### src/rtl/camerica_video_pkg.sv
// Shared pattern-mode encoding and LFSR constants for the camerica video blocks.
package camerica_video_pkg;

    localparam int PIX_W   = 12;
    localparam int COUNT_W = 16;

    // Feedback mask for x^12+x^6+x^4+x+1; the x^12 term is the bit shifted out.
    localparam logic [PIX_W-1:0] LFSR_POLY = 12'h053;
    localparam logic [PIX_W-1:0] LFSR_SEED = 12'hACE;

    typedef enum logic [1:0] {
        PAT_HRAMP = 2'd0,
        PAT_VRAMP = 2'd1,
        PAT_CONST = 2'd2,
        PAT_LFSR  = 2'd3
    } pat_mode_t;

    function automatic logic [PIX_W-1:0] lfsr_next(input logic [PIX_W-1:0] s);
        return {s[PIX_W-2:0], 1'b0} ^ (s[PIX_W-1] ? LFSR_POLY : '0);
    endfunction

endpackage

### src/rtl/video_pattern_gen_if.sv
// Control inputs and video outputs of the pattern generator, bundled as one port.
interface video_pattern_gen_if;
    import camerica_video_pkg::*;

    logic               en;
    logic [1:0]         mode;
    logic [PIX_W-1:0]   const_value;

    // Stream has no back-pressure: vid_pixsync is a one-clock qualifier and every
    // other vid_* level holds its value from one pixsync to the next.
    logic [PIX_W-1:0]   vid_pixel;
    logic               vid_pixsync;
    logic               vid_hblank;
    logic               vid_vblank;
    logic               vid_visible;
    logic [COUNT_W-1:0] frame_count;
    logic               frame_done;

    modport master (
        input  en, mode, const_value,
        output vid_pixel, vid_pixsync, vid_hblank, vid_vblank, vid_visible,
        output frame_count, frame_done
    );

    modport slave (
        output en, mode, const_value,
        input  vid_pixel, vid_pixsync, vid_hblank, vid_vblank, vid_visible,
        input  frame_count, frame_done
    );

endinterface

### src/rtl/pattern_lfsr.sv
// 12-bit Galois LFSR; load restarts from the seed and may step in the same clock.
module pattern_lfsr
    import camerica_video_pkg::*;
(
    input  logic             clk,
    input  logic             rst,
    input  logic             load,
    input  logic             step,
    output logic [PIX_W-1:0] state
);

    always_ff @(posedge clk) begin
        if (!rst) begin
            state <= LFSR_SEED;
        end else if (load && step) begin
            state <= lfsr_next(LFSR_SEED);
        end else if (load) begin
            state <= LFSR_SEED;
        end else if (step) begin
            state <= lfsr_next(state);
        end
    end

endmodule

### src/rtl/video_pattern_gen.sv
// Video timing and test-pattern generator: one pixel slot every PIX_DIV clocks,
// with run/pattern settings captured only at the top-left slot of each frame.
module video_pattern_gen
    import camerica_video_pkg::*;
#(
    parameter int H_ACTIVE = 320,
    parameter int H_BLANK  = 40,
    parameter int V_ACTIVE = 240,
    parameter int V_BLANK  = 8,
    parameter int PIX_DIV  = 4
) (
    input  logic clk,
    input  logic rst,
    video_pattern_gen_if.master bus
);

    localparam int H_TOTAL = H_ACTIVE + H_BLANK;
    localparam int V_TOTAL = V_ACTIVE + V_BLANK;
    localparam int DIV_W   = $clog2(PIX_DIV);
    // Ramps take x[7:0]/y[7:0], so the counters are never narrower than 8 bits.
    localparam int XW = ($clog2(H_TOTAL) > 8) ? $clog2(H_TOTAL) : 8;
    localparam int YW = ($clog2(V_TOTAL) > 8) ? $clog2(V_TOTAL) : 8;

    logic [DIV_W-1:0]   div_q;
    logic [XW-1:0]      x_q;
    logic [YW-1:0]      y_q;
    logic               running_q;
    pat_mode_t          mode_q;
    logic [PIX_W-1:0]   const_q;

    logic [PIX_W-1:0]   pixel_q;
    logic               pixsync_q;
    logic               hblank_q;
    logic               vblank_q;
    logic               visible_q;
    logic               frame_done_q;
    logic [COUNT_W-1:0] frame_count_q;

    logic               tick;
    logic               boundary;
    logic               x_last;
    logic               y_last;
    logic               in_h;
    logic               in_v;
    logic               run_cur;
    logic               vis_cur;
    pat_mode_t          mode_cur;
    logic [PIX_W-1:0]   const_cur;
    logic [PIX_W-1:0]   lfsr_state;
    logic [PIX_W-1:0]   lfsr_cur;
    logic [PIX_W-1:0]   pix_cur;
    logic               load_lfsr;
    logic               step_lfsr;

    assign tick     = (div_q == DIV_W'(PIX_DIV - 1));
    assign boundary = (x_q == '0) && (y_q == '0);
    assign x_last   = (x_q == XW'(H_TOTAL - 1));
    assign y_last   = (y_q == YW'(V_TOTAL - 1));
    assign in_h     = (x_q < XW'(H_ACTIVE));
    assign in_v     = (y_q < YW'(V_ACTIVE));

    // Slot (0,0) already uses the values being latched on that same clock.
    assign run_cur   = boundary ? bus.en : running_q;
    assign mode_cur  = boundary ? pat_mode_t'(bus.mode) : mode_q;
    assign const_cur = boundary ? bus.const_value : const_q;
    assign lfsr_cur  = boundary ? LFSR_SEED : lfsr_state;
    assign vis_cur   = run_cur && in_h && in_v;

    assign load_lfsr = tick && boundary;
    assign step_lfsr = tick && vis_cur;

    pattern_lfsr u_lfsr (
        .clk   (clk),
        .rst   (rst),
        .load  (load_lfsr),
        .step  (step_lfsr),
        .state (lfsr_state)
    );

    always_comb begin
        pix_cur = '0;
        if (vis_cur) begin
            case (mode_cur)
                PAT_HRAMP: pix_cur = {x_q[7:0], 4'h0};
                PAT_VRAMP: pix_cur = {y_q[7:0], 4'h0};
                PAT_CONST: pix_cur = const_cur;
                PAT_LFSR:  pix_cur = lfsr_cur;
                default:   pix_cur = '0;
            endcase
        end
    end

    always_ff @(posedge clk) begin
        if (!rst) begin
            div_q         <= '0;
            x_q           <= '0;
            y_q           <= '0;
            running_q     <= 1'b0;
            mode_q        <= PAT_HRAMP;
            const_q       <= '0;
            pixel_q       <= '0;
            pixsync_q     <= 1'b0;
            hblank_q      <= 1'b1;
            vblank_q      <= 1'b1;
            visible_q     <= 1'b0;
            frame_done_q  <= 1'b0;
            frame_count_q <= '0;
        end else begin
            pixsync_q    <= tick;
            frame_done_q <= 1'b0;
            div_q        <= tick ? '0 : div_q + DIV_W'(1);
            if (tick) begin
                if (boundary) begin
                    running_q <= bus.en;
                    mode_q    <= pat_mode_t'(bus.mode);
                    const_q   <= bus.const_value;
                end
                if (x_last) begin
                    x_q <= '0;
                    y_q <= y_last ? '0 : y_q + YW'(1);
                end else begin
                    x_q <= x_q + XW'(1);
                end
                pixel_q   <= pix_cur;
                visible_q <= vis_cur;
                hblank_q  <= !vis_cur;
                vblank_q  <= !(run_cur && in_v);
                if (run_cur && x_last && y_last) begin
                    frame_done_q  <= 1'b1;
                    frame_count_q <= frame_count_q + COUNT_W'(1);
                end
            end
        end
    end

    assign bus.vid_pixel   = pixel_q;
    assign bus.vid_pixsync = pixsync_q;
    assign bus.vid_hblank  = hblank_q;
    assign bus.vid_vblank  = vblank_q;
    assign bus.vid_visible = visible_q;
    assign bus.frame_done  = frame_done_q;
    assign bus.frame_count = frame_count_q;

endmodule

### src/flat_wrapper.sv
// flat-port wrapper written by rule: the top's interface ports become plain ports
module video_pattern_gen_flat import camerica_video_pkg::*;
#(
    parameter int H_ACTIVE = 320,
    parameter int H_BLANK  = 40,
    parameter int V_ACTIVE = 240,
    parameter int V_BLANK  = 8,
    parameter int PIX_DIV  = 4
)
  (clk, rst, bus_en, bus_mode, bus_const_value, bus_vid_pixel, bus_vid_pixsync, bus_vid_hblank, bus_vid_vblank, bus_vid_visible, bus_frame_count, bus_frame_done);
  video_pattern_gen_if bus_i ();
  input  logic clk;
  input  logic rst;
  input wire logic [$bits(bus_i.en)-1:0] bus_en;
  input wire logic [$bits(bus_i.mode)-1:0] bus_mode;
  input wire logic [$bits(bus_i.const_value)-1:0] bus_const_value;
  output wire logic [$bits(bus_i.vid_pixel)-1:0] bus_vid_pixel;
  output wire logic [$bits(bus_i.vid_pixsync)-1:0] bus_vid_pixsync;
  output wire logic [$bits(bus_i.vid_hblank)-1:0] bus_vid_hblank;
  output wire logic [$bits(bus_i.vid_vblank)-1:0] bus_vid_vblank;
  output wire logic [$bits(bus_i.vid_visible)-1:0] bus_vid_visible;
  output wire logic [$bits(bus_i.frame_count)-1:0] bus_frame_count;
  output wire logic [$bits(bus_i.frame_done)-1:0] bus_frame_done;
  assign bus_i.en = bus_en;
  assign bus_i.mode = bus_mode;
  assign bus_i.const_value = bus_const_value;
  assign bus_vid_pixel = bus_i.vid_pixel;
  assign bus_vid_pixsync = bus_i.vid_pixsync;
  assign bus_vid_hblank = bus_i.vid_hblank;
  assign bus_vid_vblank = bus_i.vid_vblank;
  assign bus_vid_visible = bus_i.vid_visible;
  assign bus_frame_count = bus_i.frame_count;
  assign bus_frame_done = bus_i.frame_done;
  video_pattern_gen #(.H_ACTIVE(H_ACTIVE), .H_BLANK(H_BLANK), .V_ACTIVE(V_ACTIVE), .V_BLANK(V_BLANK), .PIX_DIV(PIX_DIV)) u_core (.clk(clk), .rst(rst), .bus(bus_i));
endmodule
### config.mk
export PLATFORM = sky130hd
export DESIGN_NAME = video_pattern_gen_flat
export DESIGN_NICKNAME = d
export VERILOG_FILES = /design/src/rtl/camerica_video_pkg.sv /design/src/rtl/video_pattern_gen_if.sv /design/src/rtl/pattern_lfsr.sv /design/src/rtl/video_pattern_gen.sv /design/src/flat_wrapper.sv
export SDC_FILE = /design/constraint.sdc
export NUM_CORES = 1
export LEC_CHECK = 0
export ABC_AREA = 0
export BUFFER_PORTS_ARGS = -buffer_cell sky130_fd_sc_hd__buf_2
export CORE_UTILIZATION = 57
export DETAILED_ROUTE_END_ITERATION = 10
export HOLD_SLACK_MARGIN = 0.06
export PLACE_DENSITY = 0.78
export RECOVER_POWER = 25
export SYNTH_ARGS = -nofsm -noshare
export SYNTH_HDL_FRONTEND = slang
export SYNTH_SLANG_ARGS = --single-unit
### constraint.sdc
create_clock -name clk -period 2.81 [get_ports clk]
set_clock_uncertainty 0.2 [all_clocks]
set_input_delay 0.1405 -clock clk [delete_from_list [all_inputs] [get_ports clk]]
set_output_delay 0.1405 -clock clk [all_outputs]
set_load 0.03 [all_outputs]
# --- Word level (Yosys, flattened, before mapping) ---
# Cells that the tools add are included.
totals:
  reg_bits: 79
classes:
  n_addsub: 4
  magnitude_cmp: 2
  eq_ne: 6
  muxes: 13
  bitwise: 2
  reduce_logical: 20
ops:
  columns: ["op", "count"]
  rows:
  - ["two-way mux 12 bit", 6]
  - ["one-hot mux 12 bit (4 select lines)", 1]
  - ["adder 16 x 1 -> 16 bit, second input constant", 1]
  - ["XOR 12 x 7 -> 12 bit", 1]
  - ["adder 9 x 1 -> 9 bit, second input constant", 1]
  - ["equality test 9 bit, second input constant", 1]
  - ["logical AND 1 bit", 9]
  - ["zero test 9 bit", 1]
  - ["< comparator 9 bit, second input constant", 1]
  - ["two-way mux 9 bit", 1]
  - ["adder 8 x 1 -> 8 bit, second input constant", 1]
  - ["equality test 8 bit, second input constant", 1]
  - ["zero test 8 bit", 1]
  - ["< comparator 8 bit, second input constant", 1]
  - ["two-way mux 8 bit", 1]
  - ["two-way mux 7 bit", 1]
  - ["equality test 2 bit, second input constant", 3]
  - ["AND reduction 2 bit", 3]
  - ["nonzero test 3 bit", 1]
  - ["OR reduction 3 bit", 1]
  - ["adder 2 x 1 -> 2 bit, second input constant", 1]
  - ["equality test 2 x 1 -> 1 bit, second input constant", 1]
  - ["zero test 1 bit", 2]
  - ["zero test 2 bit", 1]
  - ["other kinds (4)", 5]

# --- Longest topological paths before layout ---
depth:
  word_depth: 9
  mapped_depth: 10
  ltp_nobuf: 7

# --- Cells and area by module ---
# A second synthesis with hierarchy kept.
unflattened:
  cells_unflattened: 460
  area_unflattened_um2: 3872.5
modules_own_cells:
  columns: ["mod", "n_inst", "cells_per_inst", "area_each_um2", "seq_area_each_um2"]
  rows:
  - ["video_pattern_gen", 1, 409, 3370.7, 1341.3]
  - ["pattern_lfsr", 1, 51, 501.7, 240.2]

# --- Worst setup path before layout ---
# Ideal clock, no wire load.
synth_path:
  path_kind: "flip-flop to flip-flop"
  start: "register u_core.y_q[0]"
  end: "register u_core.frame_count_q[13], in the netlist u_core.bus.frame_count[13]"
  arrival_time_ns: 2.045
  required_ns: 2.540
  setup_slack_ns: 0.494
  stages_incl_launch_ff: 10
  period_less_slack_ns: 2.316
  path_cell_list: "dfxtp_1 -> inv_1 -> ha_1 -> and4bb_2 -> and4_1 -> buf_4 -> mux2i_1 -> buf_2 -> or4_1 -> a21oi_1"
synth_between:
  elab_chain_len: 6
  elab_cells_between_ends: 7
  cone_classes: "1 x eq/ne; 1 x mux; 5 x reduce/logical"
synth_lines:
  columns: ["item", "line_no", "source"]
  rows:
  - ["start: declaration", "video_pattern_gen.sv:26", "logic [YW-1:0] y_q;"]
  - ["start signal: assignment", "video_pattern_gen.sv:120", "y_q <= y_last ? '0 : y_q + YW'(1);"]
  - ["zero test 8 bit", "video_pattern_gen.sv:56", "assign boundary = (x_q == '0) && (y_q == '0);"]
  - ["logical AND 1 bit", "video_pattern_gen.sv:56", null]
  - ["two-way mux 1 bit", "video_pattern_gen.sv:63", "assign run_cur = boundary ? bus.en : running_q;"]
  - ["logical AND 1 bit", "video_pattern_gen.sv:128", "if (run_cur && x_last && y_last) begin"]
  - ["logical AND 1 bit *", "video_pattern_gen.sv:128", null]
  - ["AND reduction 2 bit (no source line) *", null, null]
  - ["end signal: assignment", "video_pattern_gen.sv:130", "frame_count_q <= frame_count_q + COUNT_W'(1);"]
  - ["end: declaration", "video_pattern_gen.sv:37", "logic [COUNT_W-1:0] frame_count_q;"]
# Mark *: on every way between the ends. The rest lies on a longest branch, timed or not.
# A chain may end at the register's enable or synchronous reset.

# --- Worst setup path in the final report ---
layout_path:
  start: "register u_core.x_q[0]"
  end: "register u_core.u_lfsr.state[11]"
layout_between:
  elab_chain_len: 8
  elab_cells_between_ends: 12
  cone_classes: "1 x order compare; 3 x mux; 8 x reduce/logical"
layout_lines:
  columns: ["item", "line_no", "source"]
  rows:
  - ["start: declaration", "video_pattern_gen.sv:25", "logic [XW-1:0] x_q;"]
  - ["start signal: assignment", "video_pattern_gen.sv:122", "x_q <= x_q + XW'(1);"]
  - ["branches (longest 8 deep; another with < comparator 9 bit)", null, null]
  - ["end signal: assignment", "pattern_lfsr.sv:16", "state <= lfsr_next(LFSR_SEED);"]
  - ["end signal: assignment", "pattern_lfsr.sv:20", "state <= lfsr_next(state);"]
  - ["end: declaration", "pattern_lfsr.sv:9", "output logic [PIX_W-1:0] state"]
# Parallel ways; which one is timed is not known.

==> results.sh <==
export IMPL_drv_cap=0
export IMPL_row_count=29
export IMPL_critPathCaptureType="flop"
export IMPL_seq_area_sq_um=1582
export IMPL_period_needed_ns=2.546
export IMPL_clk_pin_slew_ns=0.08
export IMPL_initial_core_util_pct=59.29
export IMPL_finalWirelength_microns=9447
export IMPL_synth_nets=477
export IMPL_die_y_microns=83.50
export IMPL_post_dp_hpwl_microns=6475
export IMPL_cts_made_buffers=9
export IMPL_irDropWorstVdd_v=0.0003974
export IMPL_io_buffers=49
export IMPL_path_max_fanout=38
export IMPL_gpl_final_weighted_congestion=0.9569
export IMPL_post_route_util_pct=69.20
export IMPL_nets=531
export IMPL_clockBufferDepth=2
export IMPL_r2r_start="u_core.x_q[0]"
export IMPL_hold_viol=0
export IMPL_drt_iter0_markers=306
export IMPL_die_area_sq_um=6972
export IMPL_rsz0062_at_grt="false"
export IMPL_setup_tns_ns=0
export IMPL_cts_tree="built"
export IMPL_synthCells=454
export IMPL_dp_slack_ns=0.3080
export IMPL_status="finished, final reports clean"
export IMPL_synth_seq_area_share_pct=41.77
export IMPL_die_w_microns=83.50
export IMPL_multiInputGateArea_sq_um=2021
export IMPL_relSlewSlack_pct=60.72
export IMPL_hold_depth=4
export IMPL_cts_resized=0
export IMPL_start_kind="flop"
export IMPL_synthArstFlopShare_pct=0
export IMPL_min_from="bus_en"
export IMPL_antenna_found_initial=0
export IMPL_finalMaxSlewViolations=0
export IMPL_yosysUniqueCellTypes=46
export IMPL_via_count=3554
export IMPL_crit_buf_inv=2
export IMPL_fin_area_sq_um=4419
export IMPL_critPathLaunch="u_core.x_q[0]"
export IMPL_synth_area_leader_cell="dfxtp_1"
export IMPL_worst_slew_pin_slew_ns=0.5729
export IMPL_critPathRequiredTime_ns=2.82
export IMPL_diodes=0
export IMPL_synth_edf_count=0
export IMPL_slowest_stage="dfxtp_1"
export IMPL_cp_data_arrival_time_ns=2.56
export IMPL_clock_sinks=79
export IMPL_ys_ff_latch=79
export IMPL_syn_cell_area_sq_um=3786
export IMPL_via_per_inst=6.044
export IMPL_path_class="flop to flop"
export IMPL_syn_to_final_growth_pct=16.72
export IMPL_synth_avg_cell_area_sq_um=8.339
export IMPL_worstPathCellList="inv_1, ha_1, and4bb_2, and4_1, mux2i_2, buf_12, nor2_2, o221ai_1"
export IMPL_place_inst=559
export IMPL_grt_max_degree=39
export IMPL_first_pass_iters=6
export IMPL_rr_worst_depth=8
export IMPL_leakage_nw=1.533
export IMPL_wire_per_inst_microns=16.07
export IMPL_worstSkewPairLatency_ns=0.35
export IMPL_nFillCells=522
export IMPL_synthFlopType="dfxtp_1"
export IMPL_cts_max_level=3
export IMPL_drive_above_1_share_pct=10.96
export IMPL_grt_overflow=0
export IMPL_path_depth=8
export IMPL_grt_pass1_wl_microns=15960
export IMPL_drc=0
export IMPL_setup_violations_final=0
export IMPL_io_pins=50
export IMPL_path_delay_family="simple AND/OR/NAND/NOR gates"
export IMPL_synth_top_area_share_pct=41.77
export IMPL_synthTopCellsByArea="dfxtp_1 (42%), nand2_1 (5.9%), mux2i_1 (5.8%)"
export IMPL_cts_root_buffer="clkbuf_8"
export IMPL_grt_pass1_vias=3290
export IMPL_clock_fmax_ghz=0.3927
export IMPL_post_route_period_util_pct=90.62
export IMPL_cpPeakStageDelay_ns=0.45
export IMPL_fin_ws_ns=0.2635
export IMPL_dpl_cell_area_sq_um=4084
export IMPL_instances_no_fill=588
export IMPL_yosysWarnings=0
export IMPL_antenna_left=0
export IMPL_core_sq_um=6386
export IMPL_min_path_type="primary input to flop"
export IMPL_yosysMostFrequentCell="dfxtp_1"
export IMPL_synth_common_cells="dfxtp_1 (79), nand2_1 (60), a21oi_1 (39)"
export IMPL_track_usage_pct=28.65
export IMPL_power_density_nw_per_um2=524.4
==> tightest hold or removal path: stages <==
cell and delay (ns):
buf_2 0.13, nand3_1 0.06, a21oi_1 0.16, a22o_1 0.19
==> sequential cells by signal (all words and copies together) (netlist names), 2 cells and up <==
signal,count
u_core.bus.vid_pixel,12
u_core.div_q,2
u_core.mode_q,2
u_core.const_q,12
u_core.u_lfsr.state,12
u_core.y_q,8
u_core.x_q,9
u_core.bus.frame_count,16
==> metal layers <==
metal  GRT usage (%)  wire length (microns)  vias up
met3           5.440                    561       22
li1                -                      -     1743
met2           44.56                   4458      128
met4           11.25                    212        0
met1           39.53                   4213     1661
met5               0                      0        -
==> per-stage QoR <==
step	total power, mW	hold WS (ns)
after floorplan	1.319	0.08095
after global placement	1.384	0.2003
after detailed placement	1.389	0.2080
after CTS	2.326	0.1660
after global routing	2.412	0.2049
final	2.317	0.1823
==> logic make-up (layout without fill, tap and decap cells) <==
kind of cell    after synthesis  after routing  share of synthesized area, %
mux                          22             22                         5.816
xor+xnor                     16             16                         3.701
fa+ha+maj                     6              6                         1.983
flops                        79             79                         41.77
buf+inv                      45            102                         4.957
compound gates              104            104                         16.79
simple gates                182            182                         24.98
==> where the power goes <==
part	total (mW)	internal (mW)	switching, mW
registers	1.16	1.14	0.0169
logic	0.223	0.0829	0.140
clock network	0.936	0.539	0.397
total	2.32	1.76	0.554
==> area by class of cell <==
class / instances / area share (%)
Multi-Input combinational cell: 330 / 45.72
Sequential cell: 79 / 35.79
Clock inverter: 3 / 1.529
Tap cell: 77 / 2.180
Timing Repair Buffer: 74 / 10.16
Inverter: 14 / 1.189
Clock buffer: 11 / 3.426
==> worst paths after layout <==
| path | to | slack (ns) |
|---|---|---|
| max | u_core.u_lfsr.state[11] | 0.26 |
| min | u_core.bus.vid_pixel[2] | 0.18 |
| max reg2reg | u_core.u_lfsr.state[11] | 0.26 |
| min reg2reg | u_core.div_q[0] | 0.23 |
==> what timing repair did <==
action | in CTS | in global routing
buffers inserted | 0 | 0
hold buffers | 15 | 0
endpoints found under the hold margin | 29 | 0
==> placed cells by master (no fill, tap or decap), types with 2 or more instances in the layout <==
cell,count
clkbuf_1,27
clkbuf_8,11
o21ai_0,25
nor4_4,2
nand4_1,19
xnor2_1,2
dlygate4sd3_1,15
and3_1,6
o31ai_1,22
buf_2,22
nor3_1,7
and4_1,4
a21oi_1,39
mux2i_1,21
or4_1,14
or2_2,2
a22o_1,4
nand2_1,60
nor2b_1,3
nor2_1,33
ha_1,6
buf_4,9
and2_1,2
bufinv_16,2
xor2_1,14
inv_1,13
nand3_1,21
o221ai_1,6
dfxtp_1,79
(Power assumes the default switching activity.)
